**src/rtl/hyb_pkg.sv**
```systemverilog
// Shared constants and helpers for the hybrid AES->Blowfish operand loader.
package hyb_pkg;
  localparam int unsigned NIBBLES = 32;
  localparam int unsigned NIB_W   = 4;
  localparam int unsigned OP_W    = 128;
  localparam int unsigned CNT_NW  = 5;

  localparam logic [1:0] ST_DATA  = 2'b00;
  localparam logic [1:0] ST_KEY   = 2'b01;
  localparam logic [1:0] ST_READY = 2'b10;

  // Oldest nibble ends up in the top bits after a full operand is entered.
  function automatic logic [OP_W-1:0] shift_nib(input logic [OP_W-1:0]  op,
                                                input logic [NIB_W-1:0] nib);
    return {op[OP_W-NIB_W-1:0], nib};
  endfunction
endpackage

```
**src/rtl/hyb_btn_debounce.sv**
```systemverilog
// Push-button conditioner: 2-flop synchroniser, counted debounce, rising-edge pulse.
module hyb_btn_debounce #(
  parameter int unsigned DEBOUNCE_CYCLES = 250000,
  parameter int unsigned CNT_W           = 18
) (
  input  logic clk,
  input  logic rst_n,
  input  logic btn_raw,
  output logic level,
  output logic rise_pulse
);
  logic             sync1_q, sync2_q;
  logic             level_q, level_d;
  logic             rise_q, rise_d;
  logic [CNT_W-1:0] cnt_q, cnt_d;

  // Count consecutive cycles of disagreement; any agreement restarts the count.
  always_comb begin
    cnt_d   = '0;
    level_d = level_q;
    if (sync2_q != level_q) begin
      if (cnt_q == CNT_W'(DEBOUNCE_CYCLES - 1)) begin
        level_d = sync2_q;
      end else begin
        cnt_d = cnt_q + CNT_W'(1);
      end
    end
    rise_d = level_d & ~level_q;
  end

  always_ff @(posedge clk or negedge rst_n) begin
    if (!rst_n) begin
      sync1_q <= 1'b0;
      sync2_q <= 1'b0;
      level_q <= 1'b0;
      rise_q  <= 1'b0;
      cnt_q   <= '0;
    end else begin
      sync1_q <= btn_raw;
      sync2_q <= sync1_q;
      level_q <= level_d;
      rise_q  <= rise_d;
      cnt_q   <= cnt_d;
    end
  end

  assign level      = level_q;
  assign rise_pulse = rise_q;
endmodule

```
**src/rtl/hyb_input_loader.sv**
```systemverilog
// Collects a 128-bit plaintext then a 128-bit key, one switch nibble per debounced
// LOAD press, and holds both stable with a ready flag for the encryption datapath.
module hyb_input_loader
  import hyb_pkg::*;
#(
  parameter int unsigned DEBOUNCE_CYCLES = 250000,
  parameter int unsigned CNT_W           = 18
) (
  input  logic                clk,
  input  logic                rst_n,
  input  logic [NIB_W-1:0]    nib_in,
  input  logic                btn_load,
  input  logic                btn_clear,
  output logic [OP_W-1:0]     data_bin,
  output logic [OP_W-1:0]     key_bin,
  output logic                block_valid,
  output logic [1:0]          load_state,
  output logic [CNT_NW-1:0]   nib_count
);
  logic              load_lvl, load_rise, clear_lvl, clear_rise;
  logic              load_p, clear_p, last_nib;
  logic [1:0]        state_q, state_d;
  logic [OP_W-1:0]   data_q, data_d, key_q, key_d;
  logic [CNT_NW-1:0] cnt_q, cnt_d;
  logic              valid_q, valid_d;

  hyb_btn_debounce #(.DEBOUNCE_CYCLES(DEBOUNCE_CYCLES), .CNT_W(CNT_W)) u_load_db (
    .clk        (clk),
    .rst_n      (rst_n),
    .btn_raw    (btn_load),
    .level      (load_lvl),
    .rise_pulse (load_rise)
  );

  hyb_btn_debounce #(.DEBOUNCE_CYCLES(DEBOUNCE_CYCLES), .CNT_W(CNT_W)) u_clear_db (
    .clk        (clk),
    .rst_n      (rst_n),
    .btn_raw    (btn_clear),
    .level      (clear_lvl),
    .rise_pulse (clear_rise)
  );

  // A rise pulse only ever coincides with a pressed level; the AND is a consistency guard.
  assign load_p   = load_rise & load_lvl;
  assign clear_p  = clear_rise & clear_lvl;
  assign last_nib = (cnt_q == CNT_NW'(NIBBLES - 1));

  always_comb begin
    state_d = state_q;
    data_d  = data_q;
    key_d   = key_q;
    cnt_d   = cnt_q;
    if (clear_p) begin
      state_d = ST_DATA;
      data_d  = '0;
      key_d   = '0;
      cnt_d   = '0;
    end else begin
      case (state_q)
        ST_DATA: begin
          if (load_p) begin
            data_d = shift_nib(data_q, nib_in);
            if (last_nib) begin
              cnt_d   = '0;
              state_d = ST_KEY;
            end else begin
              cnt_d = cnt_q + CNT_NW'(1);
            end
          end
        end
        ST_KEY: begin
          if (load_p) begin
            key_d = shift_nib(key_q, nib_in);
            if (last_nib) begin
              cnt_d   = '0;
              state_d = ST_READY;
            end else begin
              cnt_d = cnt_q + CNT_NW'(1);
            end
          end
        end
        ST_READY: state_d = ST_READY;
        default: begin
          state_d = ST_DATA;
          cnt_d   = '0;
        end
      endcase
    end
    valid_d = (state_d == ST_READY);
  end

  always_ff @(posedge clk or negedge rst_n) begin
    if (!rst_n) begin
      state_q <= ST_DATA;
      data_q  <= '0;
      key_q   <= '0;
      cnt_q   <= '0;
      valid_q <= 1'b0;
    end else begin
      state_q <= state_d;
      data_q  <= data_d;
      key_q   <= key_d;
      cnt_q   <= cnt_d;
      valid_q <= valid_d;
    end
  end

  assign data_bin    = data_q;
  assign key_bin     = key_q;
  assign block_valid = valid_q;
  assign load_state  = state_q;
  assign nib_count   = cnt_q;
endmodule

```
**config.mk**
```make
export PLATFORM = sky130hd
export DESIGN_NAME = hyb_input_loader
export DESIGN_NICKNAME = d
export VERILOG_FILES = /design/src/rtl/hyb_pkg.sv /design/src/rtl/hyb_btn_debounce.sv /design/src/rtl/hyb_input_loader.sv
export SDC_FILE = /design/constraint.sdc
export NUM_CORES = 1
export LEC_CHECK = 0
export ABC_CLOCK_PERIOD_IN_PS = 2500
export CAP_MARGIN = 10
export CORE_UTILIZATION = 45
export CTS_BUF_LIST = sky130_fd_sc_hd__clkbuf_8
export DETAILED_ROUTE_END_ITERATION = 16
export PLACE_DENSITY = 0.7
export SLEW_MARGIN = 30
export SYNTH_ARGS = -nofsm -noshare
export SYNTH_HDL_FRONTEND = slang
export SYNTH_SLANG_ARGS = --single-unit
```
**constraint.sdc**
```tcl
create_clock -name clk -period 2.5 [get_ports clk]
set_clock_uncertainty 0.15 [all_clocks]
set_input_delay 0.25 -clock clk [delete_from_list [all_inputs] [get_ports clk]]
set_output_delay 0.25 -clock clk [all_outputs]
set_load 0.05 [all_outputs]
```
# == After elaboration in Yosys (flattened, before gate mapping) ==
# Cells that the tools add are included.
# word_totals
ff_bits,308
latchBits,0
ramBits,0
rom_bits,0
out_inout_bits,264
elab_cells,66
memories,0
# op_classes
addsub,3
multipliers,0
n_div,0
magnitude_cmp,0
eq_ne,10
n_shift,0
n_mux,24
bitwise_logic,6
n_reduce_logical,8
# ops
cell,n
$mux W128,6
$mux W18,4
$add A18 B1 Y18 const B,2
$eq A18 B18 Y1 const B,2
$mux W5,3
$mux W2,5
$pmux W5 S2,1
$pmux W2 S3,1
$reduce_and A2 Y1,3
$reduce_bool A2 Y1,3
$add A5 B1 Y5 const B,1
$eq A5 B5 Y1 const B,1
$and A1 B1 Y1,4
$eq A2 B2 Y1 const B,2
$mux W1,4
$ne A3 B1 Y1 const B,1
$eq A2 B1 Y1 const B,1
$logic_not A2 Y1,1
$ne A1 B1 Y1,2
$ne A2 B2 Y1 const B,1
$not A1 Y1,2
$reduce_or A2 Y1,1

# == Longest topological paths before layout ==
# depth
depth_word,6
ltp_mapped,6
depth_no_buf,6

# == By module ==
# Synthesis repeated with hierarchy kept, for this count alone.
# unflattened
cells_unflattened,1355
area_unflattened_um2,12658.4
# modules_own_cells
module,n_inst,cells_per_inst,area_per_inst_um2,seq_area_each_um2
hyb_input_loader,1,1152,10531.4,6606.3
hyb_btn_debounce at u_clear_db,1,102,1063.5,550.5
hyb_btn_debounce at u_load_db,1,101,1063.5,550.5

# == Worst setup path before layout ==
# Ideal clock, no wire load.
# synth_timing
path_type,reg-to-reg
startpoint,register cnt_q[0] (netlist: nib_count[0])
endpoint,register cnt_q[3] (netlist: nib_count[3])
arrival_ps,2182
t_required_ps,2267
path_slack_ps,85
path_stages_with_launch,7
synth_period_minus_slack_ps,2415
path_cell_list,dfrtp_1 > ha_1 > and3_1 > ha_1 > or4_1 > or3_1 > o21ai_0
# synth_via
elab_chain_len,5
# synth_rtl
item,line,text
start: declaration,hyb_input_loader.sv:24,"logic [CNT_NW-1:0] cnt_q, cnt_d;"
start signal: assignment,hyb_input_loader.sv:103,cnt_q <= cnt_d;
$add A5 B1 Y5 or $eq A5 B5 Y1 (tied branches),"hyb_input_loader.sv:67, hyb_input_loader.sv:78, hyb_input_loader.sv:46",
$mux W5 (*),"hyb_input_loader.sv:63, hyb_input_loader.sv:74",
$mux W5 (*),hyb_input_loader.sv:61,if (load_p) begin
$pmux W5 S2 (*),hyb_input_loader.sv:59,case (state_q)
$mux W5 (*),hyb_input_loader.sv:53,if (clear_p) begin
# Every way passes the cells marked *; elsewhere a longest branch is shown, timed or not. The select of a mux whose other input is x is not followed.
# A chain may end at the register's enable or synchronous reset.

# == Worst setup path after layout ==
# Ends and elaborated chain as after synthesis.

==> metrics list <==
- The flow ran to the end, and the final reports show no timing, DRC or antenna violations.
* Classification of the worst-slack hold path: in2async
* Combinational share of power: 0.017
- Post-layout nets: approximately 1,600
- Seq cells post-synth: just over 300
* Pin count of the biggest net entering global routing: roughly 140
* Slew of the pin with the lowest slew margin: 0.6492 ns
* Pwr Total: a little under 10 mW
- Once detail routing completed, the nets flagged for antenna violations numbered 0.
* Unique masters post-synth: 40
* Setup-violating endpoint count in the final report: 0
* Synthesis-to-finish area growth: 36.09%
- After synthesis, the cell types taking the most area are sky130_fd_sc_hd__dfrtp_1 62%, sky130_fd_sc_hd__nand2_1 16%, sky130_fd_sc_hd__a21oi_1 10%, sky130_fd_sc_hd__clkbuf_1 2.4%, sky130_fd_sc_hd__xnor2_1 1.8%.
- Relative contribution of sequential cells to total power: 0.510
* Switching share of power: 0.2166
* Estimated wirelength of the detail-placed design: roughly 21,000 um
- For this run, the leading register cell type out of synthesis is sky130_fd_sc_hd__dfrtp_1.
- From left edge to right edge, the die measures 168.2 um.
- Total internal power: a little under 8 mW
- Post-detailed-route wirelength per cell: 16.02 um
- Critical Path Slowest Stage Cell: sky130_fd_sc_hd__or4_1
- The number of antenna violations at the first check in global routing is 0.
- Of all nets on the critical path, the largest fanout is 5.
* Most instantiated cells after synthesis: 520 x sky130_fd_sc_hd__nand2_1, 308 x sky130_fd_sc_hd__dfrtp_1, 259 x sky130_fd_sc_hd__a21oi_1
- H-Tree Depth: 2
* Yosys warnings: 0
* Crit path largest cell delay: just under 0.6 ns
- The number of pins with negative max-slew slack in the final report was 0.
- Post-synthesis sequential area ratio: 0.6204
- The share of synthesized area in the top cell type comes to 0.6204.
* Period utilisation layout: 0.9221
* Insertion delay of the later-clocked pin in the worst-skew pair: 0.56 ns
* Count of antenna diodes in the layout: 0
* Core Region: between 20,000 and 30,000 um2
- In the final layout, the share of cells above drive strength 1 is 0.07964.
- CP Class: reg2reg
* Required time of the worst setup path: approximately 2.8 ns
- Number of standard cells in the final layout excluding fillers: 2,011
- Initial cell density of the core: 0.4597
- Across every metal layer, demand over resource in global routing totals 0.2308.
* Overall routed net length: between 30,000 and 40,000 um
* Placed instance count: ~1,900
- Post-synth EDFFs: 0
- Total via count in the routed design: 10,428
* CP Data Arrival Time: around 2.6 ns
- Headroom to the max-slew limit came out at 0.5672.
- Number of global-route vias before repair: 10,311
* Number of max-cap violations: 0
- Critical Path Source Type: flip-flop
- Unrepaired setup endpoints after global routing: no
- STA classifies the critical path endpoint as a flip-flop.
* Syn Area/Cell: 9.196 um2
- Vias/cell: between 5 and 6
* Clock-pin transition on the worst setup and hold timing paths: 0.07 ns
- The floorplan step defined a die boundary enclosing approximately 28,000 um2.
* Number of input and output port buffers inserted: roughly 270
* Cell chain of the critical path: ha_1 > and3_1 > ha_1 > or4_1 > or3_1 > o21ai_0
- At the end of the flow the core is filled with cells to 0.6256.
- Cell repeated most along the worst path: sky130_fd_sc_hd__ha_1
- Number of placement rows: 60
- Detailed-route DRC error count: 0
- Clock share of power: 0.472
- Buffer depth of the longest clock path: 3
- Cell area after synthesis: ~12,000 um2
- Synthesis handed over a netlist of ~1,400 instances.
- Leakage power of the design: around 7.2 nW
* Time the final worst path needs with I/O delays and setup: 2.305 ns
* DRC violation total after the first TritonRoute iteration: 885
* Synth Net Count: 1,363
* Global-route wire length before repair: 53,270 um
- In this run the power density over the cells is between 500 and 600 nW/um2.
- After synthesis, the share of flip-flops with an asynchronous set or reset is 1.000.
* Cell type with the largest total area after synthesis: sky130_fd_sc_hd__dfrtp_1
- Total CTS buffers: 50
- In this run the power spent charging and discharging nets is between 2 and 2.5 mW.
* Vert. Die Dim: 168.2 um
* Clk root buf: sky130_fd_sc_hd__clkbuf_8
- During I/O placement, the number of pins put on the boundary was 272.
- Number of sinks on the clock net: around 300
- The pre-antenna-repair detailed-routing pass consisted of 5 iterations.
* Gr ovfl total: 0
- Routability-driven placement finished with a final weighted congestion of 0.8233.
- Based on the critical path, the design can be clocked at up to 433.8 MHz.
- The worst-case IR drop observed on VDD is 0.4414 mV.
- TNS Setup: 0 ns
* Clock tree from TritonCTS: built
- Dominant cell by count in the synthesized netlist: sky130_fd_sc_hd__nand2_1
- The final number of hold-violating endpoints is 0.
[kinds of logic after synthesis]
logic type,share of synthesized area
compound gates,0.1133
buf+inv,0.03072
fa+ha+maj,0.004029
simple gates,0.2064
mux,0.002618
xor+xnor,0.02256
flops,0.6204
[layout make-up]
class	instances	area (um2)
clock inverters	26	198.9
clock buffers	65	894.6
flip-flops and latches	308	7707
repair buffers	316	3276
fillers	2326	10120
multi-input cells	944	4362
well taps	341	426.7
inverters	11	41.29
[what timing repair did]
action | 4_1_cts | 5_1_grt
hold buffers | 3 | 0
hold endpoints to repair | 305 | 0
gates resized for setup | 0 | 0
buffers inserted | 0 | 0
[registers in the layout, summed over array words and instances, names as in the netlist, 2 cells and up]
| register | count |
|---|---|
| nib_count | 5 |
| u_load_db.cnt_q | 18 |
| u_clear_db.cnt_q | 18 |
| key_bin | 128 |
| load_state | 2 |
| data_bin | 128 |
[cells in the final DEF (no fill, tap or decap), types with 2 or more instances in the layout]
| cell | count |
|---|---|
| sky130_fd_sc_hd__nand2_1 | 520 |
| sky130_fd_sc_hd__dfrtp_1 | 308 |
| sky130_fd_sc_hd__clkdlybuf4s50_1 | 270 |
| sky130_fd_sc_hd__a21oi_1 | 259 |
| sky130_fd_sc_hd__clkbuf_8 | 65 |
| sky130_fd_sc_hd__nor2_1 | 43 |
| sky130_fd_sc_hd__xnor2_1 | 26 |
| sky130_fd_sc_hd__inv_1 | 26 |
| sky130_fd_sc_hd__buf_4 | 25 |
| sky130_fd_sc_hd__buf_12 | 17 |
| sky130_fd_sc_hd__nand3_1 | 15 |
| sky130_fd_sc_hd__nand4_1 | 10 |
| sky130_fd_sc_hd__nor3_1 | 10 |
| sky130_fd_sc_hd__nor4_1 | 10 |
| sky130_fd_sc_hd__xor2_1 | 6 |
| sky130_fd_sc_hd__o21ai_0 | 5 |
| sky130_fd_sc_hd__clkinvlp_4 | 5 |
| sky130_fd_sc_hd__ha_1 | 4 |
| sky130_fd_sc_hd__and3_1 | 3 |
| sky130_fd_sc_hd__or4_1 | 3 |
| sky130_fd_sc_hd__nor3b_1 | 3 |
| sky130_fd_sc_hd__bufinv_16 | 3 |
| sky130_fd_sc_hd__clkinv_2 | 3 |
| sky130_fd_sc_hd__dlygate4sd3_1 | 3 |
| sky130_fd_sc_hd__nand4_2 | 2 |
| sky130_fd_sc_hd__nand3b_1 | 2 |
| sky130_fd_sc_hd__or4_4 | 2 |
| sky130_fd_sc_hd__nor2_4 | 2 |
| sky130_fd_sc_hd__a22oi_1 | 2 |
| sky130_fd_sc_hd__or3_1 | 2 |
[stage by stage]
stage / hold slack, ns / area [um2] / worst slack (ns)
floorplan: -0.1956 / 12420 / 0.08515
global placement: 0.07484 / 15780 / 0.2676
detailed placement: 0.07581 / 15780 / 0.2079
CTS: 0.07108 / 16910 / 0.1546
global route: 0.08944 / 16910 / 0.07766
finish: 0.09819 / 16910 / 0.1947
[critical path, delay by kind of cell, from the launching register on]
family / cells / cell delay [ns]
AO/OA/AOI/OAI: 1 / 0.09
adder cells (fa/ha/maj): 2 / 0.47
flip-flops: 1 / 0.42
AND/OR/NAND/NOR: 3 / 1.09
[per-layer routing]
metal  GRT usage  routed length (um)  up-vias
met5           0                   0        -
met4     0.06364                 650        0
met3     0.06958                2541       54
met2      0.3681               15080      321
met1      0.3070               13940     5085
li1            -                   -     4968
[power by group through the flow]
stage               registers [mW]  logic, mW  clock network [mW]
global placement              5.10      0.169                   0
floorplan                     5.10     0.0215                   0
finish                        5.01      0.170                4.64
global route                  5.00      0.198                4.98
detailed placement            5.10      0.173                   0
CTS                           5.01      0.178                4.76
[path summary, 6_finish.rpt]
| kind | startpoint | endpoint | slack [ns] | depth (start not counted) |
|---|---|---|---|---|
| min | rst_n | u_clear_db.cnt_q[9] | 0.1 | 2 |
| min in group clk | nib_in[0] | key_bin[0] | 0.13 | 3 |
| max | nib_count[0] | nib_count[3] | 0.19 | 6 |
| min reg2reg | u_clear_db.sync1_q | u_clear_db.sync2_q | 0.20 | 0 |
| max reg2reg | nib_count[0] | nib_count[3] | 0.19 | 6 |
| max in group asynchronous | rst_n | key_bin[91] | 1.37 | 3 |
No activity file was read; power rests on OpenSTA's default activity.
